<file path="config.mk">
export PLATFORM = sky130hd
export DESIGN_NAME = cpu_bus_sched
export DESIGN_NICKNAME = d
export VERILOG_FILES = /design/src/rtl/cpu_bus_sched.sv
export SDC_FILE = /design/constraint.sdc
export NUM_CORES = 1
export LEC_CHECK = 0
export BUFFER_PORTS_ARGS = -buffer_cell sky130_fd_sc_hd__clkbuf_2
export CORE_UTILIZATION = 55
export DETAILED_ROUTE_END_ITERATION = 7
export MAX_ROUTING_LAYER = met4
export PLACE_DENSITY_LB_ADDON = 0.05
export SLEW_MARGIN = 20
export SYNTH_ARGS = -nofsm -noshare
export SYNTH_HDL_FRONTEND = slang
export SYNTH_SLANG_ARGS = --single-unit
export TNS_END_PERCENT = 20
</file>
<file path="constraint.sdc">
create_clock -name clock -period 2.7 [get_ports clock]
set_input_delay 0.135 -clock clock [delete_from_list [all_inputs] [get_ports clock]]
set_output_delay 0.135 -clock clock [all_outputs]
set_load 0.05 [all_outputs]
</file>
<file path="src/rtl/cpu_bus_sched.sv">
// Z80 clock-enable sequencer and CPU/video RAM port arbiter.
// Video gets the RAM in CPU idle windows, or by force after a bounded wait.
module cpu_bus_sched #(
    parameter int DIV     = 8,
    parameter int VID_LEN = 2,
    parameter int MAXWAIT = 12
) (
    input  logic clock,
    input  logic reset,
    output logic cep,
    output logic cen,
    input  logic mreq,
    input  logic rfsh,
    input  logic wr,
    input  logic vreq,
    output logic vack,
    output logic ram_sel,
    output logic ram_we,
    output logic stall
);

    localparam int PW = (DIV > 2) ? $clog2(DIV) : 1;

    typedef enum logic [1:0] {
        S_CPU = 2'd0,
        S_VID = 2'd1,
        S_REC = 2'd2
    } state_t;

    state_t        state;
    logic [PW-1:0] ph;
    logic [7:0]    vw;
    logic [3:0]    vc;
    logic          cpu_busy;
    logic          grant;

    assign cpu_busy = ~mreq & rfsh;
    assign grant    = (state == S_CPU) & vreq
                    & (~cpu_busy | (vw == 8'(MAXWAIT)));

    // Enables are gated by reset so they drop asynchronously with it.
    assign cep = reset & ~stall & (ph == PW'(0));
    assign cen = reset & ~stall & (ph == PW'(DIV / 2));

    assign ram_we = ~wr & ~mreq & rfsh & ~ram_sel & ~stall;

    always_ff @(posedge clock or negedge reset) begin
        if (!reset) begin
            state   <= S_CPU;
            ph      <= '0;
            vw      <= '0;
            vc      <= '0;
            vack    <= 1'b0;
            ram_sel <= 1'b0;
            stall   <= 1'b0;
        end else begin
            if (!stall) begin
                if (ph == PW'(DIV - 1))
                    ph <= '0;
                else
                    ph <= ph + PW'(1);
            end
            vack <= 1'b0;
            unique case (state)
                S_CPU: begin
                    if (grant) begin
                        state   <= S_VID;
                        ram_sel <= 1'b1;
                        stall   <= 1'b1;
                        vw      <= '0;
                        vc      <= 4'(VID_LEN - 1);
                        vack    <= (VID_LEN == 1);
                    end else if (vreq) begin
                        vw <= vw + 8'd1;
                    end else begin
                        vw <= '0;
                    end
                end
                S_VID: begin
                    if (vc == 4'd0) begin
                        state   <= S_REC;
                        ram_sel <= 1'b0;
                    end else begin
                        vc   <= vc - 4'd1;
                        vack <= (vc == 4'd1);
                    end
                end
                S_REC: begin
                    // One idle clock lets synchronous RAM data settle for the CPU.
                    state <= S_CPU;
                    stall <= 1'b0;
                end
                default: begin
                    state   <= S_CPU;
                    ram_sel <= 1'b0;
                    stall   <= 1'b0;
                end
            endcase
        end
    end

endmodule

</file>
* Word-level counts from Yosys, hierarchy flattened
Cells that the tools add are included.
Widths: inputs -> output; s select.
** Word-level totals
- Register bits after elaboration :: 20
- Bits in latches :: 0
- RAM bits :: 0
- Bits in read-only memories :: 0
- Input bits :: 6
- Output and inout bits :: 6
- Word-level logic and storage cells :: 60
- Memories kept :: 0
** Cells by class
- Add/subtract/negate cells :: 3
- Multipliers :: 0
- Divide/modulo/power cells :: 0
- $lt $le $gt $ge :: 0
- Equality and inequality tests :: 9
- Shifts and indexed selects :: 0
- Muxes and demuxes :: 15
- Bitwise operators :: 18
- Reductions and logical operators :: 8
** Operators by type and width (number)
- $mux 8 :: 2
- $and 1x1->1 :: 10
- $add 8x1->8 const B :: 1
- $eq 8x4->1 const B :: 1
- $mux 4 :: 2
- $pmux 4 s2 :: 1
- $not 1->1 :: 7
- $eq 3x3->1 const B :: 2
- $ne 2x2->1 const B :: 3
- $reduce_and 3->1 :: 2
- $eq 4x1->1 const B :: 1
- $logic_not 4->1 :: 1
- $mux 1 :: 4
- $mux 2 :: 2
- $pmux 2 s2 :: 1
- $reduce_and 2->1 :: 2
- $sub 4x1->4 const B :: 1
- $add 3x1->3 const B :: 1
- $logic_not 3->1 :: 1
- $mux 3 :: 1
- $pmux 1 s3 :: 1
- $eq 2x1->1 const B :: 1
- $eq 2x2->1 const B :: 1
- $logic_not 2->1 :: 1
- 3 further kinds :: 3

* Logic depth before layout (Yosys ltp)
Gate-level depths: netlist of run 1.
- Depth in word-level cells :: 7
- Gate-level depth with buffers :: 6
- Depth with buffers taken out :: 6

* Least setup slack after synthesis of run 1
Ideal clock, no wire load.
- Path kind :: reg2out
- Start point :: reg stall
- End point :: out ram_we
- Data arrival time :: 2174 ps
- Data required time :: 2565 ps
- Setup slack :: 391 ps
- Cell stages (with the launch flop) :: 2
- Path buffers :: 0
- Cell sequence :: dfrtp_1 -> nor4_1
** Between the ends
- Longest elaborated chain between the ends :: 2
** RTL lines
- start, declared :: line 19 : output logic stall
- start signal, assigned :: line 55 : stall <= 1'b0;
- start signal, assigned :: line 69 : stall <= 1'b1;
- start signal, assigned :: line 91 : stall <= 1'b0;
- $not 1->1 :: line 45 : assign ram_we = ~wr & ~mreq & rfsh & ~ram_sel & ~stall;
- $and 1x1->1 :: line 45
- end, declared :: line 18 : output logic ram_we,
No other way between the ends.

* Worst setup path after layout of run 1
- Start point :: in reset
- End point :: out cen
** Between the ends
- Longest elaborated chain between the ends :: 2
** RTL lines
- start, declared :: line 9 : input logic reset,
- $and 1x1->1 (2 in a row) :: line 43 : assign cen = reset & ~stall & (ph == PW'(DIV / 2));
- end, declared :: line 11 : output logic cen,
No other way between the ends.

==> out/metrics.cfg, run 1 <==
[placed_design]
gp_congestion = 0.811
dp.cells = 142
place.port_buffers = 11
hpwl_mm = 1.42

[global_routing]
grt_pass1_wl_mm = 3.11
overflow = 0
antenna_found_initial = 0
grt_max_degree = 22
track_usage = 0.212
grt_pass1_vias = 733

[final_layout]
multiInputGateArea_um2 = 542
seq_area_um2 = 500
area_growth_pct = 11.0
instances_no_fill = 146
antennaDiodeCount = 0
drive_above_1_share = 0.174
fill_cells = 149
fin_nets = 137

[clock_network]
h-tree-depth = 1
cts_setup_buffers = 0
cts_resized = 0
clk_pin_slew_ns = 0.10
root_buffer = clkbuf_4
insertion_delay_ns = 0.29
cts-buffers-inserted = 3
cts_sinks = 20
cts_hold_buf = 1
cts_tree = yes
clockBufferDepth = 2

[worst_setup_path]
crit_type = in2out
worstPathArrival_ns = 1.76
cp_max_fo = 21
crit_path_end_kind = output pin
startpoint_type = primary input
required_ns = 2.57

[routing]
drc = 0
final_antenna_net_count = 0
first_pass_iters = 4
first_iter_violations = 6
finalWirelength_mm = 1.88
viasPerCell = 5.47
vias = 799
wire_per_inst_um = 12.9

[timing]
fmaxAchievable_ghz = 0.527
relSlewSlack = 0.655
drv_slew = 0
hold_slack_ns = 0.187
fin_skew_ns = 0.00390
fin_setup_tns_ns = 0
worst_pin_slew_ns = 0.516
fin_crit_sh = 0.703
rsz0062_at_grt = no
fin_crit_ns = 1.90
setup_viol = 0
hold_viol = 0

[hold_path]
hold_class = in2reg

[run]
cap_violations = 0

[synthesis]
yosysSeqAreaShare = 0.463
synth_cells = 106
ys_warn_count = 0
netlist_area_um2 = 1080
synth_seq_cells = 20
avgSynthCellArea_um2 = 10.2
synth_nets = 120
yosysUniqueCellTypes = 34

[power]
power_leakage_uw = 0.000568
ir_drop_mv = 0.628
pwr_density_cell_nw_per_um2 = 923

[status]
outcome = finished, final reports clean

[floorplan]
die_x_um = 46.3
initial_core_util = 0.606
io_pins = 12
row_count = 15
core_area_um2 = 1780
dieArea_um2 = 2140
fp.dieH_um = 46.3

## metrics by stage
stage / cell area [µm²] / total power (µW) / utilization / setup slack, ns
after global placement: 1170 / 958 / 0.654 / 0.896
after CTS: 1200 / 1120 / 0.672 / 0.760
after detailed placement: 1170 / 982 / 0.654 / 0.851
after floorplan: 1080 / 857 / - / 0.391
final: 1200 / 1110 / 0.672 / 0.801
after global routing: 1200 / 1200 / 0.672 / 0.617
## critical path, cell delays in order
cell and delay, ns:
dlygate4sd3_1 0.52, clkbuf_2 0.42, nand2_1 0.13, nor3b_1 0.24
clkbuf_2 0.31
## flip-flops by register name (all words and copies together), names as in the netlist
register / count
ram_sel: 1
vc: 4
vack: 1
state: 2
stall: 1
vw: 8
ph: 3
## cells in the final DEF, fill, tap and decap left out, types with 2 or more instances in the layout
cell,count
or3_1,2
inv_1,10
xor2_1,3
nor3_1,2
clkbuf_4,3
o21ai_0,8
ha_1,8
nand3_1,4
and3_1,2
nand2b_1,4
clkbuf_2,11
nand2_1,10
a31oi_1,5
nor2_1,5
dfrtp_1,20
a21oi_1,3
## Yosys cell counts, drive strengths merged
master | number | share of area
dfrtp | 20 | 0.46
inv | 10 | 0.035
nand2 | 10 | 0.035
o21ai | 9 | 0.042
ha | 8 | 0.093
a31oi | 6 | 0.049
nor2 | 5 | 0.017
nand2b | 4 | 0.023
nand3 | 4 | 0.019
a21oi | 3 | 0.014
nor3 | 3 | 0.019
xor2 | 3 | 0.024
and3 | 2 | 0.012
mux2 | 2 | 0.021
or2 | 2 | 0.012
or3 | 2 | 0.012
a211oi | 1 | 0.019
a21bo | 1 | 0.0093
a21o | 1 | 0.0070
and4 | 1 | 0.0081
and4b | 1 | 0.0093
mux2i | 1 | 0.0093
nand3b | 1 | 0.0070
nand4 | 1 | 0.0058
nor3b | 1 | 0.0070
nor4 | 1 | 0.0058
o21a | 1 | 0.0070
o2bb2ai | 1 | 0.0081
or3b | 1 | 0.010
## cell families after synthesis
family	Yosys count	synth area share
fa+ha+maj	8	0.0927
buf+inv	10	0.0348
mux	3	0.0301
compound gates	23	0.154
xor+xnor	3	0.0243
flops	20	0.463
simple gates	39	0.200
## report_power, final
| part | switching [µW] | internal [µW] |
|---|---|---|
| Clock | 82.7 | 51.7 |
| Combinational | 329 | 181 |
| Sequential | 72.5 | 390 |
## path summary, 6_finish.rpt
path | slack, ns | end | start | cells past startpoint
max | 0.80 | cen | reset | 5
min | 0.19 | state[0] | vreq | 3
max reg2reg | 0.84 | vc[1] | vw[0] | 6
min reg2reg | 0.50 | vc[1] | vc[1] | 1
max in group asynchronous | 2.03 | vc[0] | reset | 2
min in group asynchronous | 0.33 | vw[5] | reset | 2
## area by class of cell
cell class                 count  share of cell area
timing repair buffer          12              0.0543
multi-input combinational     76               0.452
inverter                      10              0.0313
clock buffer                   3              0.0188
sequential                    20               0.418
tap                           25              0.0261
## per-layer routing
layer	vias up	global-route usage	part of all wire
met5	-	-	0
met1	379	0.277	0.51
met2	12	0.347	0.47
met4	0	0.0353	0.0053
met3	2	0.0353	0.019
li1	406	-	-
No activity file was read; power rests on OpenSTA's default activity.
==> run 2, diff against run 1 <==
--- a/config.mk
+++ b/config.mk
@@ -5,8 +5,9 @@
 export SDC_FILE = /design/constraint.sdc
 export NUM_CORES = 1
 export LEC_CHECK = 0
+export ABC_AREA = 1
 export BUFFER_PORTS_ARGS = -buffer_cell sky130_fd_sc_hd__clkbuf_2
-export CORE_UTILIZATION = 55
+export CORE_UTILIZATION = 51
 export DETAILED_ROUTE_END_ITERATION = 7
 export MAX_ROUTING_LAYER = met4
 export PLACE_DENSITY_LB_ADDON = 0.05
==> constraint.sdc (replaced) <==
create_clock -name clock -period 1.7 [get_ports clock]
set_input_delay 0.085 -clock clock [delete_from_list [all_inputs] [get_ports clock]]
set_output_delay 0.085 -clock clock [all_outputs]
set_load 0.05 [all_outputs]
==> out/metrics.cfg, run 2 <==
[global_routing]
track_usage = 0.183
grt_pass1_vias = 817
overflow = 0
grt_pass1_wl_mm = 3.35
grt_max_degree = 21
antenna_found_initial = 0

[floorplan]
core_area_um2 = 2040
row_count = 16
initial_core_util = 0.564
fp.dieH_um = 49.5
io_pins = 12
die_x_um = 49.5
dieArea_um2 = 2450

[timing]
relSlewSlack = 0.712
hold_slack_ns = 0.211
setup_viol = 0
worst_pin_slew_ns = 0.432
fmaxAchievable_ghz = 0.660
fin_crit_sh = 0.891
fin_skew_ns = 0.00462
hold_viol = 0
fin_crit_ns = 1.52
fin_setup_tns_ns = 0
rsz0062_at_grt = no
drv_slew = 0

[synthesis]
yosys.area.top_type_share = 0.434
yosysSeqAreaShare = 0.434
synthFlopType = dfrtp_1
synth_cells = 143
yosysUniqueCellTypes = 21
synth_nets = 157
ys_warn_count = 0
synthTopCellsByArea = dfrtp_1 43%, nand2_1 13%, ha_1 8.7%
netlist_area_um2 = 1150
yosysMostFrequentCell = nand2_1
yosys.area.top_type = dfrtp_1
avgSynthCellArea_um2 = 8.06
synth_common_cells = 41 x nand2_1, 20 x dfrtp_1, 18 x inv_1, 15 x nor2_1, 9 x nand3_1
synth_edf_count = 0
synth_seq_cells = 20
synth-async-reset-ratio = 1.00

[clock_network]
cts_sinks = 20
clk_pin_slew_ns = 0.12
h-tree-depth = 1
cts_setup_buffers = 0
root_buffer = clkbuf_4
cts_tree = yes
cts-buffers-inserted = 3
cts_resized = 0
insertion_delay_ns = 0.29
clockBufferDepth = 2

[final_layout]
fin_area_um2 = 1300
antennaDiodeCount = 0
mostFrequentLayoutCell = nand2_1
max_flop_register = vw
instances_no_fill = 184
area_growth_pct = 12.5
final_cell_mix = 41 x nand2_1, 20 x dfrtp_1, 18 x inv_1
fill_cells = 175
largest_registers = vw (8), vc (4), ph (3)
fin_nets = 172
largest_reg_flops = 8
finalCoreUtilization = 0.635
drive_above_1_share = 0.140

[routing]
wire_per_inst_um = 10.6
first_iter_violations = 21
first_pass_iters = 4
viasPerCell = 4.91
drc = 0
vias = 903
final_antenna_net_count = 0
finalWirelength_mm = 1.94

[worst_setup_path]
worstPathArrival_ns = 1.43
crit_type = reg2out
crit_path_end_kind = output pin
required_ns = 1.62
cp_max_fo = 3
startpoint_type = register
rr_worst_depth = 7

[hold_path]
whs_path_depth = 5
hold_class = in2reg

[placed_design]
place.port_buffers = 11
dpl_cell_area_um2 = 1230
gp_congestion = 0.923
dp.cells = 179
hpwl_mm = 1.50

[power]
power_leakage_uw = 0.000673
ir_drop_mv = 0.906
pwr_density_cell_nw_per_um2 = 1470

[status]
outcome = finished, final reports clean

[run]
cap_violations = 0

## run 2: worst max-delay path: stages, from the launching register on
cell	delay, ns
dfrtp_1	0.41
inv_1	0.09
ha_1	0.14
nand3_1	0.10
nor2_1	0.12
clkbuf_2	0.28
## run 2: area by class of cell
cell class                      instances  area (µm²)  share of cell area
Tap cell                               27        33.8              0.0261
Inverter                               18        67.6              0.0521
Clock inverter                          1        30.0              0.0232
Clock buffer                            3        22.5              0.0174
Multi-Input combinational cell        102         569               0.439
Sequential cell                        20         500               0.386
Timing Repair Buffer                   13        72.6              0.0560
## run 2: logic make-up after synthesis
family                   after synthesis  share of synthesized area
AND/OR/NAND/NOR                       76                      0.302
buffers and inverters                 21                     0.0771
flip-flops                            20                      0.434
AO/OA/AOI/OAI                         14                     0.0695
adder cells (fa/ha/maj)                8                     0.0869
XOR/XNOR                               4                     0.0304
## run 2: worst paths after layout
kind | startpoint | to | slack, ns
min in group asynchronous | reset | ph[0] | 0.28
min reg2reg | state[1] | stall | 0.49
max reg2reg | vw[0] | vw[3] | 0.30
max in group asynchronous | reset | vw[4] | 1.21
max | ph[0] | cep | 0.18
min | vreq | vw[1] | 0.21
## run 2: layer usage
metal  vias to the layer above  global-route usage  share of wire
li1                        479                   -              -
met1                       404               0.268           0.53
met2                        18               0.268           0.43
met3                         2              0.0278          0.031
met4                         0              0.0429         0.0062
met5                         -                   -              0
## run 2: per-stage QoR
stage / setup WS, ns / power, µW
final: 0.185 / 1910
after global routing: 0.0730 / 2070
after CTS: 0.174 / 1930
after detailed placement: 0.317 / 1540
after global placement: 0.380 / 1510
after floorplan: 0.0263 / 1390
## run 2: repair_timing
item | in CTS | in global routing
endpoints found under the setup margin | 0 | 0
hold buffers | 1 | 0
endpoints found under the hold margin | 20 | 0
## run 2: report_power, final
group	leakage [µW]	total, µW	switching [µW]	internal, µW
Sequential	0.000262	710	104	607
Clock	0.0000279	387	149	238
Combinational	0.000383	815	567	248
==> run 3, diff against run 2 <==
--- a/config.mk
+++ b/config.mk
@@ -7,7 +7,9 @@
 export LEC_CHECK = 0
 export ABC_AREA = 1
 export BUFFER_PORTS_ARGS = -buffer_cell sky130_fd_sc_hd__clkbuf_2
+export CORE_MARGIN = 2
 export CORE_UTILIZATION = 51
+export CTS_CLUSTER_DIAMETER = 80
 export DETAILED_ROUTE_END_ITERATION = 7
 export MAX_ROUTING_LAYER = met4
 export PLACE_DENSITY_LB_ADDON = 0.05
==> out/metrics.cfg, run 3 (synthesis gave the netlist of run 2 again) <==
[status]
outcome = finished, final reports clean

[clock_network]
clockBufferDepth = 2
h-tree-depth = 1
cts-buffers-inserted = 3
insertion_delay_ns = 0.29
cts_tree = yes
clk_pin_slew_ns = 0.11
cts_setup_buffers = 0
root_buffer = clkbuf_4
cts_sinks = 20

[timing]
setup_viol = 0
fmaxAchievable_ghz = 0.668
hold_viol = 0
drv_slew = 0
fin_crit_ns = 1.50
rsz0062_at_grt = no
fin_ws_ns = 0.203
worst_pin_slew_ns = 0.477
fin_skew_ns = 0.00181
relSlewSlack = 0.682
fin_crit_sh = 0.880
fin_setup_tns_ns = 0

[final_layout]
fin_nets = 172
fin_area_um2 = 1280
drive_above_1_share = 0.140
finalCoreUtilization = 0.591
max_flop_register = vw
largest_reg_flops = 8
area_growth_pct = 11.2
mostFrequentLayoutCell = nand2_1
antennaDiodeCount = 0
largest_registers = vw (8), vc (4), ph (3)
final_cell_mix = 41 x nand2_1, 20 x dfrtp_1, 18 x inv_1

[worst_setup_path]
cp_top_family = flip-flops
crit_path_end_kind = output pin
worstPathArrival_ns = 1.41
max_stage_delay_ns = 0.40
reg2reg_from = state[1]
crit_type = reg2out
timing.rr.end = vw[0]
required_ns = 1.62
cp_max_fo = 3
crit_path_cell_trace = inv_1, ha_1, nand3_1, nor2_1, clkbuf_2
reg2reg_slack_ns = 0.35
worst-path-buf-inv = 2
startpoint_type = register
cpMaxStageDelayCell = dfrtp_1
rr_worst_depth = 4

[power]
p_total_uw = 1810
ir_drop_mv = 0.926
pwr_density_cell_nw_per_um2 = 1410
power_leakage_uw = 0.000666

[global_routing]
track_usage = 0.190
grt_pass1_wl_mm = 3.60
grt_max_degree = 21
overflow = 0
antenna_found_initial = 0
grt_pass1_vias = 824

[floorplan]
row_count = 17
initial_core_util = 0.531
fp.dieH_um = 51.5
core_area_um2 = 2170
die_x_um = 51.5
io_pins = 12
dieArea_um2 = 2660

[placed_design]
pre_cts_slack_ns = 0.360
gp_congestion = 0.895
hpwl_mm = 1.53
dpl_cell_area_um2 = 1230
place.port_buffers = 11

[hold_path]
hold_class = in2reg
hold_end = vw[1]
whs_path_depth = 5
worstHoldStart = vreq

[routing]
first_iter_violations = 37
finalWirelength_mm = 2.08
wire_per_inst_um = 11.2
first_pass_iters = 4
viasPerCell = 4.98
final_antenna_net_count = 0
drc = 0
vias = 922

[run]
cap_violations = 0

-- run 3: changes by cell type in the layout (fill, tap and decap cells not counted), sizes merged --
| cell | before | now |
|---|---|---|
| bufinv | 1 | 0 |
| clkbuf | 14 | 15 |
-- run 3: worst min-delay path: cells and delay by family --
kind / cells / cell delay, ns
buffers and inverters: 2 / 0.21
AND/OR/NAND/NOR: 3 / 0.18
-- run 3: timing repair --
| action | 4_1_cts | 5_1_grt |
|---|---|---|
| endpoints found under the hold margin | 20 | 0 |
| setup endpoints to repair | 0 | 0 |
| hold buffers | 1 | 0 |
| resized for setup | 0 | 0 |
-- run 3: stage by stage --
stage / hold WS, ns / std cells
finish: 0.204 / 185
global route: 0.219 / 185
CTS: 0.196 / 185
detailed placement: 0.0888 / 180
global placement: 0.0831 / 180
floorplan: -0.211 / 143
-- run 3: area by class of cell --
cell class	count	area [µm²]
Sequential cell	20	500
Multi-Input combinational cell	102	569
Clock buffer	4	36.3
Inverter	18	67.6
Tap cell	28	35.0
Fill cell	209	888
Timing Repair Buffer	13	72.6
-- run 3: routing by layer --
layer / global-route usage / wire length [µm]
met4: 0.0658 / 18
met2: 0.293 / 941
met1: 0.261 / 1000
met5: - / 0
met3: 0.0259 / 118
-- run 3: where the power goes --
group | switching [µW] | internal, µW
clock | 142 | 130
sequential | 101 | 607
combinational | 578 | 250
-- run 3: worst max-delay path by stage --
| stage | start | to | slack [ns] | cells after the start |
|---|---|---|---|---|
| after floorplan | ram_sel | ram_we | 0.03 | 1 |
| after global placement | state[1] | vc[2] | 0.36 | 5 |
| after detailed placement | state[1] | vc[2] | 0.36 | 5 |
| after CTS | ph[0] | cen | 0.18 | 5 |
| after global routing | ph[0] | cen | 0.1 | 5 |
| final | ph[0] | cen | 0.20 | 5 |
